==> config.mk <==
export PLATFORM = sky130hd
export DESIGN_NAME = sw_scoreboard_local
export DESIGN_NICKNAME = d
export VERILOG_FILES = /design/src/rtl/sw_scoreboard_local.sv
export SDC_FILE = /design/constraint.sdc
export NUM_CORES = 1
export LEC_CHECK = 0
export CAP_MARGIN = 20
export CORE_MARGIN = 3
export CORE_UTILIZATION = 30
export DETAILED_ROUTE_END_ITERATION = 16
export GPL_TIMING_DRIVEN = 0
export PLACE_DENSITY = 0.54
export SKIP_CTS_REPAIR_TIMING = 1
export SLEW_MARGIN = 20
export SYNTH_ARGS = -nofsm -noshare
export SYNTH_HDL_FRONTEND = slang
export SYNTH_SLANG_ARGS = --single-unit
==> constraint.sdc <==
create_clock -name clk -period 16.8 [get_ports clk]
set_clock_uncertainty 0.1 [all_clocks]
set_input_delay 1.68 -clock clk [delete_from_list [all_inputs] [get_ports clk]]
set_output_delay 1.68 -clock clk [all_outputs]
set_load 0.05 [all_outputs]
==> src/rtl/sw_scoreboard_local.sv <==
// Smith-Waterman local-alignment scoreboard.
// Fills the N x M DP matrix one cell per cycle using a row buffer plus a diag
// register, stores a 2-bit traceback pointer per cell, then streams the aligned
// symbol pairs end-to-start over a ready/valid handshake.
module sw_scoreboard_local #(
  parameter int         N        = 8,
  parameter int         M        = 8,
  parameter int         SW       = 16,
  parameter int         MATCH    = 2,
  parameter int         MISMATCH = 1,
  parameter int         GAP      = 1,
  parameter logic [2:0] GAP_CODE = 3'b010
) (
  input  logic                     clk,
  input  logic                     reset,
  input  logic                     start,
  input  logic [3*N-1:0]           sequence1,
  input  logic [3*M-1:0]           sequence2,
  output logic                     busy,
  output logic [SW-1:0]            score,
  output logic [$clog2(N+1)-1:0]   end_i,
  output logic [$clog2(M+1)-1:0]   end_j,
  output logic                     score_valid,
  output logic [2:0]               seq1_out,
  output logic [2:0]               seq2_out,
  output logic                     out_valid,
  input  logic                     out_ready,
  output logic                     sw_done
);

  localparam int IW = $clog2(N+1);
  localparam int JW = $clog2(M+1);
  localparam int PW = (N*M > 1) ? $clog2(N*M) : 1;

  localparam logic signed [SW+1:0] LP_MATCH    = (SW+2)'(MATCH);
  localparam logic signed [SW+1:0] LP_MISMATCH = (SW+2)'(MISMATCH);
  localparam logic signed [SW+1:0] LP_GAP      = (SW+2)'(GAP);
  localparam logic signed [SW+1:0] LP_SATMAX   = {2'b00, {SW{1'b1}}};

  typedef enum logic [1:0] {S_IDLE, S_FILL, S_FLUSH, S_TRACE} state_t;
  typedef enum logic [1:0] {P_STOP, P_DIAG, P_UP, P_LEFT} ptr_t;

  state_t r_state, w_state_nxt;

  // Sequence symbols, index 1..N / 1..M (entry 0 is unused and held at 0).
  logic [2:0]    r_sym1 [N+1];
  logic [2:0]    r_sym2 [M+1];
  // r_row[j] holds H[i-1][j] until cell (i,j) overwrites it with H[i][j];
  // r_row[0] stays 0 as the boundary column.
  logic [SW-1:0] r_row  [M+1];
  logic [SW-1:0] r_diag;
  ptr_t          r_ptr  [N*M];

  logic [IW-1:0] r_i, r_ti, r_mi, r_end_i;
  logic [JW-1:0] r_j, r_tj, r_mj, r_end_j;
  logic [SW-1:0] r_max, r_score;
  logic          r_score_valid, r_sw_done;

  // Fill datapath signals
  logic                 w_last, w_match, w_upd;
  logic [JW-1:0]        w_jm1;
  logic signed [SW+1:0] w_s, w_u, w_l, w_hmax;
  logic [SW-1:0]        w_h, w_max_n;
  logic [IW-1:0]        w_mi_n;
  logic [JW-1:0]        w_mj_n;
  ptr_t                 w_ptr;
  logic [PW-1:0]        w_faddr;

  // Trace datapath signals
  logic [PW-1:0]        w_tidx, w_nidx;
  ptr_t                 w_tptr;
  logic [IW-1:0]        w_ni;
  logic [JW-1:0]        w_nj;
  logic                 w_tend;

  assign score       = r_score;
  assign end_i       = r_end_i;
  assign end_j       = r_end_j;
  assign score_valid = r_score_valid;
  assign sw_done     = r_sw_done;

  assign w_last  = (r_i == IW'(N)) && (r_j == JW'(M));
  assign w_jm1   = r_j - JW'(1);
  assign w_match = (r_sym1[r_i] == r_sym2[r_j]);
  assign w_faddr = PW'((int'(r_i) - 1) * M + int'(r_j) - 1);

  // Candidate scores for the current cell: diagonal, from above, from the left.
  always_comb begin
    w_s = $signed({2'b00, r_diag}) + (w_match ? LP_MATCH : -LP_MISMATCH);
    w_u = $signed({2'b00, r_row[r_j]}) - LP_GAP;
    w_l = $signed({2'b00, r_row[w_jm1]}) - LP_GAP;
  end

  // Zero-clamped maximum, saturation, and tie-broken traceback pointer.
  always_comb begin
    w_hmax = '0;
    if (w_s > w_hmax) w_hmax = w_s;
    if (w_u > w_hmax) w_hmax = w_u;
    if (w_l > w_hmax) w_hmax = w_l;
    if (w_hmax > LP_SATMAX) w_h = '1;
    else                    w_h = w_hmax[SW-1:0];
    if (w_hmax == '0)       w_ptr = P_STOP;
    else if (w_s == w_hmax) w_ptr = P_DIAG;
    else if (w_u == w_hmax) w_ptr = P_UP;
    else                    w_ptr = P_LEFT;
  end

  // Running maximum including the current cell; strict compare keeps the first occurrence.
  always_comb begin
    w_upd   = (r_state == S_FILL) && (w_h > r_max);
    w_max_n = w_upd ? w_h : r_max;
    w_mi_n  = w_upd ? r_i : r_mi;
    w_mj_n  = w_upd ? r_j : r_mj;
  end

  // Traceback step: current pointer, the next cell, and whether that cell ends the trace.
  always_comb begin
    w_tidx = PW'((int'(r_ti) - 1) * M + int'(r_tj) - 1);
    w_tptr = r_ptr[w_tidx];
    case (w_tptr)
      P_DIAG: begin w_ni = r_ti - IW'(1); w_nj = r_tj - JW'(1); end
      P_UP:   begin w_ni = r_ti - IW'(1); w_nj = r_tj;          end
      default: begin w_ni = r_ti;         w_nj = r_tj - JW'(1); end
    endcase
    w_nidx = PW'((int'(w_ni) - 1) * M + int'(w_nj) - 1);
    w_tend = (w_ni == '0) || (w_nj == '0) || (r_ptr[w_nidx] == P_STOP);
  end

  // State register.
  always_ff @(posedge clk or negedge reset) begin
    if (!reset) r_state <= S_IDLE;
    else        r_state <= w_state_nxt;
  end

  // Next state and handshake-side outputs.
  always_comb begin
    w_state_nxt = r_state;
    busy        = 1'b0;
    out_valid   = 1'b0;
    seq1_out    = '0;
    seq2_out    = '0;
    case (r_state)
      S_IDLE: begin
        if (start) w_state_nxt = S_FILL;
      end
      S_FILL: begin
        busy = 1'b1;
        if (w_last) w_state_nxt = (w_max_n == '0) ? S_FLUSH : S_TRACE;
      end
      S_FLUSH: begin
        busy        = 1'b1;
        w_state_nxt = S_IDLE;
      end
      S_TRACE: begin
        busy      = 1'b1;
        out_valid = 1'b1;
        seq1_out  = (w_tptr == P_LEFT) ? GAP_CODE : r_sym1[r_ti];
        seq2_out  = (w_tptr == P_UP)   ? GAP_CODE : r_sym2[r_tj];
        if (out_ready && w_tend) w_state_nxt = S_IDLE;
      end
      default: w_state_nxt = S_IDLE;
    endcase
  end

  // Control registers: fill/trace coordinates, running max, result and pulses.
  always_ff @(posedge clk or negedge reset) begin
    if (!reset) begin
      r_i           <= '0;
      r_j           <= '0;
      r_ti          <= '0;
      r_tj          <= '0;
      r_mi          <= '0;
      r_mj          <= '0;
      r_max         <= '0;
      r_score       <= '0;
      r_end_i       <= '0;
      r_end_j       <= '0;
      r_score_valid <= 1'b0;
      r_sw_done     <= 1'b0;
    end else begin
      r_score_valid <= 1'b0;
      r_sw_done     <= 1'b0;
      case (r_state)
        S_IDLE: begin
          if (start) begin
            r_i   <= IW'(1);
            r_j   <= JW'(1);
            r_max <= '0;
            r_mi  <= '0;
            r_mj  <= '0;
          end
        end
        S_FILL: begin
          r_max <= w_max_n;
          r_mi  <= w_mi_n;
          r_mj  <= w_mj_n;
          if (r_j == JW'(M)) begin
            r_j <= JW'(1);
            r_i <= r_i + IW'(1);
          end else begin
            r_j <= r_j + JW'(1);
          end
          if (w_last) begin
            r_score       <= w_max_n;
            r_end_i       <= w_mi_n;
            r_end_j       <= w_mj_n;
            r_score_valid <= 1'b1;
            r_ti          <= w_mi_n;
            r_tj          <= w_mj_n;
            if (w_max_n == '0) r_sw_done <= 1'b1;
          end
        end
        S_TRACE: begin
          if (out_ready) begin
            r_ti <= w_ni;
            r_tj <= w_nj;
            if (w_tend) r_sw_done <= 1'b1;
          end
        end
        default: ;
      endcase
    end
  end

  // Matrix storage: symbols and row buffer initialised on start, cells written during fill.
  // The diag register takes the old r_row[j] before it is overwritten, and restarts at 0 per row.
  always_ff @(posedge clk) begin
    case (r_state)
      S_IDLE: begin
        if (start) begin
          r_sym1[0] <= '0;
          r_sym2[0] <= '0;
          for (int unsigned k = 1; k <= N; k++) r_sym1[k] <= sequence1[3*(N-k) +: 3];
          for (int unsigned k = 1; k <= M; k++) r_sym2[k] <= sequence2[3*(M-k) +: 3];
          for (int unsigned k = 0; k <= M; k++) r_row[k] <= '0;
          r_diag <= '0;
        end
      end
      S_FILL: begin
        r_row[r_j]     <= w_h;
        r_ptr[w_faddr] <= w_ptr;
        r_diag         <= (r_j == JW'(M)) ? '0 : r_row[r_j];
      end
      default: ;
    endcase
  end

endmodule

Word level (Yosys, flattened, before mapping)
Memory sizes are Yosys's and may differ from the RTL's.
Cells that the tools add are included.
Widths: inputs -> output; s select.
- memory bits (writable): 326
- input bits: 52
- memories: 4
- word-level logic and storage cells: 134
- output and inout port bits: 34
- flip-flop bits (word level): 84
- $lt $le $gt $ge: 5
- mux-type cells: 57
- eq/ne operators: 16
- add/sub/neg operators: 17
- reduce and logical (&&, ||, !) cells: 21
- memory list (name ; depth ; bits a word ; rd ports ; clocked after Yosys merged registers in ; write ports ; line ; text):
    r_row ; 9 ; 16 ; 2 ; 0 ; 9 ; 50 ; logic [SW-1:0] r_row [M+1];
    r_ptr ; 64 ; 2 ; 2 ; 0 ; 1 ; 52 ; ptr_t r_ptr [N*M];
    r_sym1 ; 9 ; 3 ; 2 ; 0 ; 9 ; 46 ; logic [2:0] r_sym1 [N+1];
    r_sym2 ; 9 ; 3 ; 2 ; 0 ; 9 ; 47 ; logic [2:0] r_sym2 [M+1];
- operators by type and width (cell ; number):
    $mux 16 ; 5
    $mux 18 ; 4
    $pmux 16 s2 ; 2
    $mux 4 ; 13
    $pmux 4 s2 ; 6
    $gt 17x18->1 ; 2
    $sub 16x1->17 const B ; 2
    $add 17x18->18 ; 1
    $add 6x5->6 ; 3
    $eq 17x18->1 ; 1
    $eq 18x18->1 ; 1
    $gt 18x1->1 const B ; 1
    $gt 18x17->1 const B ; 1
    $logic_not 18->1 ; 1
    $sub 6x2->6 const B ; 3
    $gt 16x16->1 ; 1
    $logic_not 16->1 ; 1
    $mux 1 ; 16
    $reduce_or 16->1 ; 1
    $mux 3 ; 4
    $sub 4x1->4 const B ; 3
    $mux 2 ; 5
    $ne 2x2->1 const B ; 5
    $reduce_and 3->1 ; 3
    16 further kinds ; 31

Logic depth before layout (Yosys ltp)
An unclocked memory read counts as a cell.
- depth in word-level cells: 19
- depth in mapped cells: 61

Worst setup path before layout
No wires, ideal clock.
- kind: register -> register
- from: reg r_j[0]
- to: reg r_tj[2]
- path slack: 4.267 ns
- data arrival time: 12.300 ns
- library setup time: 0.132 ns
- cell stages (with the launch flop): 60
- path buffers: 14
- path through: dfrtp_1 buf_6 buf_8 buf_8 buf_6 mux2_1 a221oi_1 a21oi_1 xor2_1 nor3_2 inv_1 ha_1 clkbuf_1 a21o_1 o21bai_1 a221o_1 o21ai_0 a2111oi_2 [24 not listed] a31o_2 clkbuf_1 inv_1 ha_1 a21o_1 a21o_1 a21o_1 a21o_1 a21oi_1 o21ai_0 nor2_1 a211o_1 clkbuf_1 buf_1 mux2i_1 nand2_1 a21oi_1 a21oi_1
- word-level cells in the longest chain between the ends: 17
- elaborated cells on any way between the ends: 25
- classes of those cells: add/sub: 4; order compare: 5; eq/ne: 3; mux: 8; reduce/logical: 3; memory: 2
- RTL lines (what ; line ; text):
    start, declared ; 55 ; logic [JW-1:0] r_j, r_tj, r_mj, r_end_j;
    start signal, assigned ; 201 ; r_j <= r_j + JW'(1);
    $mem_v2 9x3 ; - ;
    $eq 3x3->1 ; 84 ; assign w_match = (r_sym1[r_i] == r_sym2[r_j]);
    $mux 18 ; 89 ; w_s = $signed({2'b00, r_diag}) + (w_match ? LP_MATCH : -LP_MISMATCH);
    $add 17x18->18 ; 89 ;
    $gt 18x1->1 ; 97 ; if (w_s > w_hmax) w_hmax = w_s;
    $mux 18 ; 97 ;
    $gt 17x18->1 ; 98 ; if (w_u > w_hmax) w_hmax = w_u;
    $mux 18 ; 98 ;
    [2 not listed] ; - ;
    $gt 18x17->1 ; 100 ; if (w_hmax > LP_SATMAX) w_h = '1;
    $mux 16 * ; 100 ;
    net w_h[9] ; 63 ; logic [SW-1:0] w_h, w_max_n;
    $gt 16x16->1 * ; 110 ; w_upd = (r_state == S_FILL) && (w_h > r_max);
    $logic_and 1x1->1 * ; 110 ;
    $mux 4 * ; 113 ; w_mj_n = w_upd ? r_j : r_mj;
    $mux 4 * ; 203 ; if (w_last) begin
    $pmux 4 s2 * ; 183 ; case (r_state)
    end signal, assigned ; 209 ; r_tj <= w_mj_n;
    end signal, assigned ; 216 ; r_tj <= w_nj;
    end, declared ; 55 ;
Mark *: on every way through the listed nets, which the timed path passes. The rest lies on a longest branch. The select of a mux whose other input is x is not followed.
A chain may end at the register's enable or synchronous reset.

Final worst setup path
- from: reg r_j[1]
- to: reg r_tj[3]
The elaborated chain is that of the path after synthesis.

==> impl_metrics.csv <==
group,metric,value,unit
finish,nets,2709,
finish,num-fill-cells,9702,
flow_run,maxCapViolCount,0,
placement,gp_congestion,0.9568,
global_routing,antenna_found_initial,3,
die,top_level_ports,86,
status,status,"complete, no violations",
global_routing,grt_pass1_vias,22050,
sta,finalCritPeriodShare,96.35,%
placement,dp.cells,3781,
global_routing,met3_usage,2.897,%
finish,stdcell_count,3884,
sta,finalHoldViolations,0,
finish,final_cell_mix,"edfxtp_1, nor2_1, mux4_2",
die,start_util,30.30,%
synth,avgSynthCellArea,12.45,um2
route,vias,22370,
setup_path,cp-end-kind,"flip-flop",
route,wirelength,106.8,mm
cts,cts_sinks,516,
synth,ys_seq_area_share,50.75,%
die,rows,115,
cts,cts_tree,"built",
synth,ys_types,103,
setup_path,critical_path.max_stage_delay,610,ps
sta,min_period,16190,ps
global_routing,grtUsageMet2,33.22,%
setup_path,critical_path.max_fanout,16,
setup_path,cp_num_cells,53,
setup_path,rr_endpoint,"r_tj[3]$_DFFE_PN0P_",
global_routing,met1_usage,27.44,%
setup_path,cp_data_arrival_time,16580,ps
finish,layout_commonest_cell,"edfxtp_1",
synth,synth-seq-cells,516,
setup_path,r2r-start,"r_j[1]$_DFFE_PN0P_",
setup_path,critPathTopFamily,"compound AO/OA/AOI/OAI gates",
finish,drive_gt1_share,16.22,%
sta,finalSetupViolations,0,
sta,maxSlewHeadroom,20.64,%
min_path,hp-class,"reg -> reg",
sta,fmax,0.06178,GHz
route,wl_per_cell,27.49,um
route,ant_nets,0,
setup_path,criticalPathCategory,"reg -> reg",
die,coreArea,98560,um2
synth,synthCells,2398,
setup_path,setup.worst_path.start,"r_j[1]$_DFFE_PN0P_",
setup_path,r2r_slack,610,ps
global_routing,grt_pass1_wl,154.3,mm
synth,synth_top_flop_cell,"edfxtp_1",
sta,tightestPinTransition,1182,ps
setup_path,cp_slowest_cell,"o32ai_4",
cts,ctsHtreeMaxLevel,2,
route,dr.pass1.iters,5,
placement,io_buffers,85,
global_routing,grtUsageTotal,20.28,%
setup_path,cp-start-kind,"flip-flop",
sta,grt_setup_unrepaired,"no",
synth,synth_edf_count,448,
sta,hold-worst-slack,375.2,ps
die,fp.dieW,321.5,um
setup_path,crit_end,"r_tj[3]$_DFFE_PN0P_",
cts,clk_latency,630,ps
setup_path,worstPathRequired,17200,ps
finish,areaGrowthSynthToFinish,15.93,%
synth,yosysWarnings,0,
synth,async_flop_share,13.18,%
die,die_y,321.5,um
cts,ctsRootBufferMaster,"clkbuf_16",
die,die-area,103400,um2
route,viasPerCell,5.759,
cts,clock_path_buffers,3,
route,drtIter0Drc,2741,
setup_path,path_buf_inv,12,
global_routing,overflow,0,
placement,dp_hpwl,77.90,mm
sta,setup_ws,613.8,ps
setup_path,ff2ff_path_depth,53,
global_routing,grt_max_degree,54,
route,drc,0,
synth,synth_nets,2556,
sta,slew_viol_final,0,
synth,syn_area,29860,um2
placement,pre_cts_ws,-2060,ps
setup_path,cpMostUsedCell,"a21oi_1",
cts,clkTransAtPathRegs,60,ps
global_routing,grt_busiest_layer,"met2",
cts,numCtsBuffers,55,
[sequential cells by signal (all words and copies together) (netlist names), 16 cells and up]
| register | cells |
|---|---|
| score | 16 |
| r_max | 16 |
| r_ptr | 128 |
| r_row | 256 |
| r_sym1 | 24 |
| r_sym2 | 24 |
| r_diag | 16 |
[logic make-up after synthesis]
family,after synthesis,synth area share [%]
compound gates,425,9.972
xor+xnor,100,3.034
fa+ha+maj,106,4.517
buf+inv,257,3.771
flops,516,50.75
mux,243,16.32
other cells,1,0.01256
simple gates,750,11.63
[per-stage QoR]
step / cell area [um2] / TNS [ps] / utilization, %
3_3_place_gp: 32320 / -157480 / 32.79
4_1_cts: 34440 / -91270 / 34.94
3_5_place_dp: 32640 / -87730 / 33.12
2_1_floorplan: 29860 / 0 / -
5_1_grt: 34610 / 0 / 35.12
6_report: 34620 / 0 / 35.12
[Yosys cell counts (25+ instances only)]
master | count | area share, %
mux2i_1 | 33 | 1.1
a21oi_1 | 95 | 1.6
xnor2_1 | 65 | 1.9
inv_1 | 97 | 1.2
a22oi_1 | 26 | 0.65
xor2_1 | 32 | 0.94
nand3_1 | 59 | 0.99
nand4_1 | 25 | 0.52
o311ai_0 | 27 | 0.79
o21ai_0 | 79 | 1.3
dfrtp_1 | 68 | 5.7
ha_1 | 103 | 4.3
edfxtp_1 | 448 | 45
nand2_1 | 151 | 1.9
nor2_1 | 314 | 3.9
clkbuf_1 | 100 | 1.3
a21o_1 | 34 | 0.85
mux4_2 | 193 | 15
nor3_1 | 62 | 1.0
[metal layers]
| metal | part of all wire (%) | wire length, um | vias up |
|---|---|---|---|
| li1 | - | - | 9595 |
| met1 | 41 | 43620 | 11350 |
| met2 | 47 | 50250 | 1193 |
| met3 | 8.2 | 8752 | 231 |
| met4 | 3.9 | 4155 | 0 |
| met5 | 0 | 0 | - |
[worst min-delay path by stage]
stage                                     start               endpoint  slack [ps]  cells past startpoint
after global placement    score[14]$_DFFE_PN0P_  score[14]$_DFFE_PN0P_         360                      1
after floorplan             r_mi[1]$_DFFE_PN0P_    r_mi[1]$_DFFE_PN0P_         370                      2
after global routing      score[14]$_DFFE_PN0P_  score[14]$_DFFE_PN0P_         380                      1
final                     score[14]$_DFFE_PN0P_  score[14]$_DFFE_PN0P_         380                      1
after detailed placement  score[14]$_DFFE_PN0P_  score[14]$_DFFE_PN0P_         360                      1
after CTS                 score[14]$_DFFE_PN0P_  score[14]$_DFFE_PN0P_         380                      1
[final cells by class]
type,instances,area [um2],share of cell area (%)
well taps,1287,1610,4.652
clock inverters,38,370.4,1.070
inverters,105,396.6,1.146
diodes,2,5.005,0.01446
clock buffers,63,1428,4.124
multi-input cells,1625,13780,39.82
flip-flops and latches,516,15150,43.78
repair buffers,97,1116,3.224
plain buffers,151,753.2,2.176
Power is left out: the tool's default activity adds up to more than one toggle a clock period on the data nets, which glitch-free logic cannot reach.
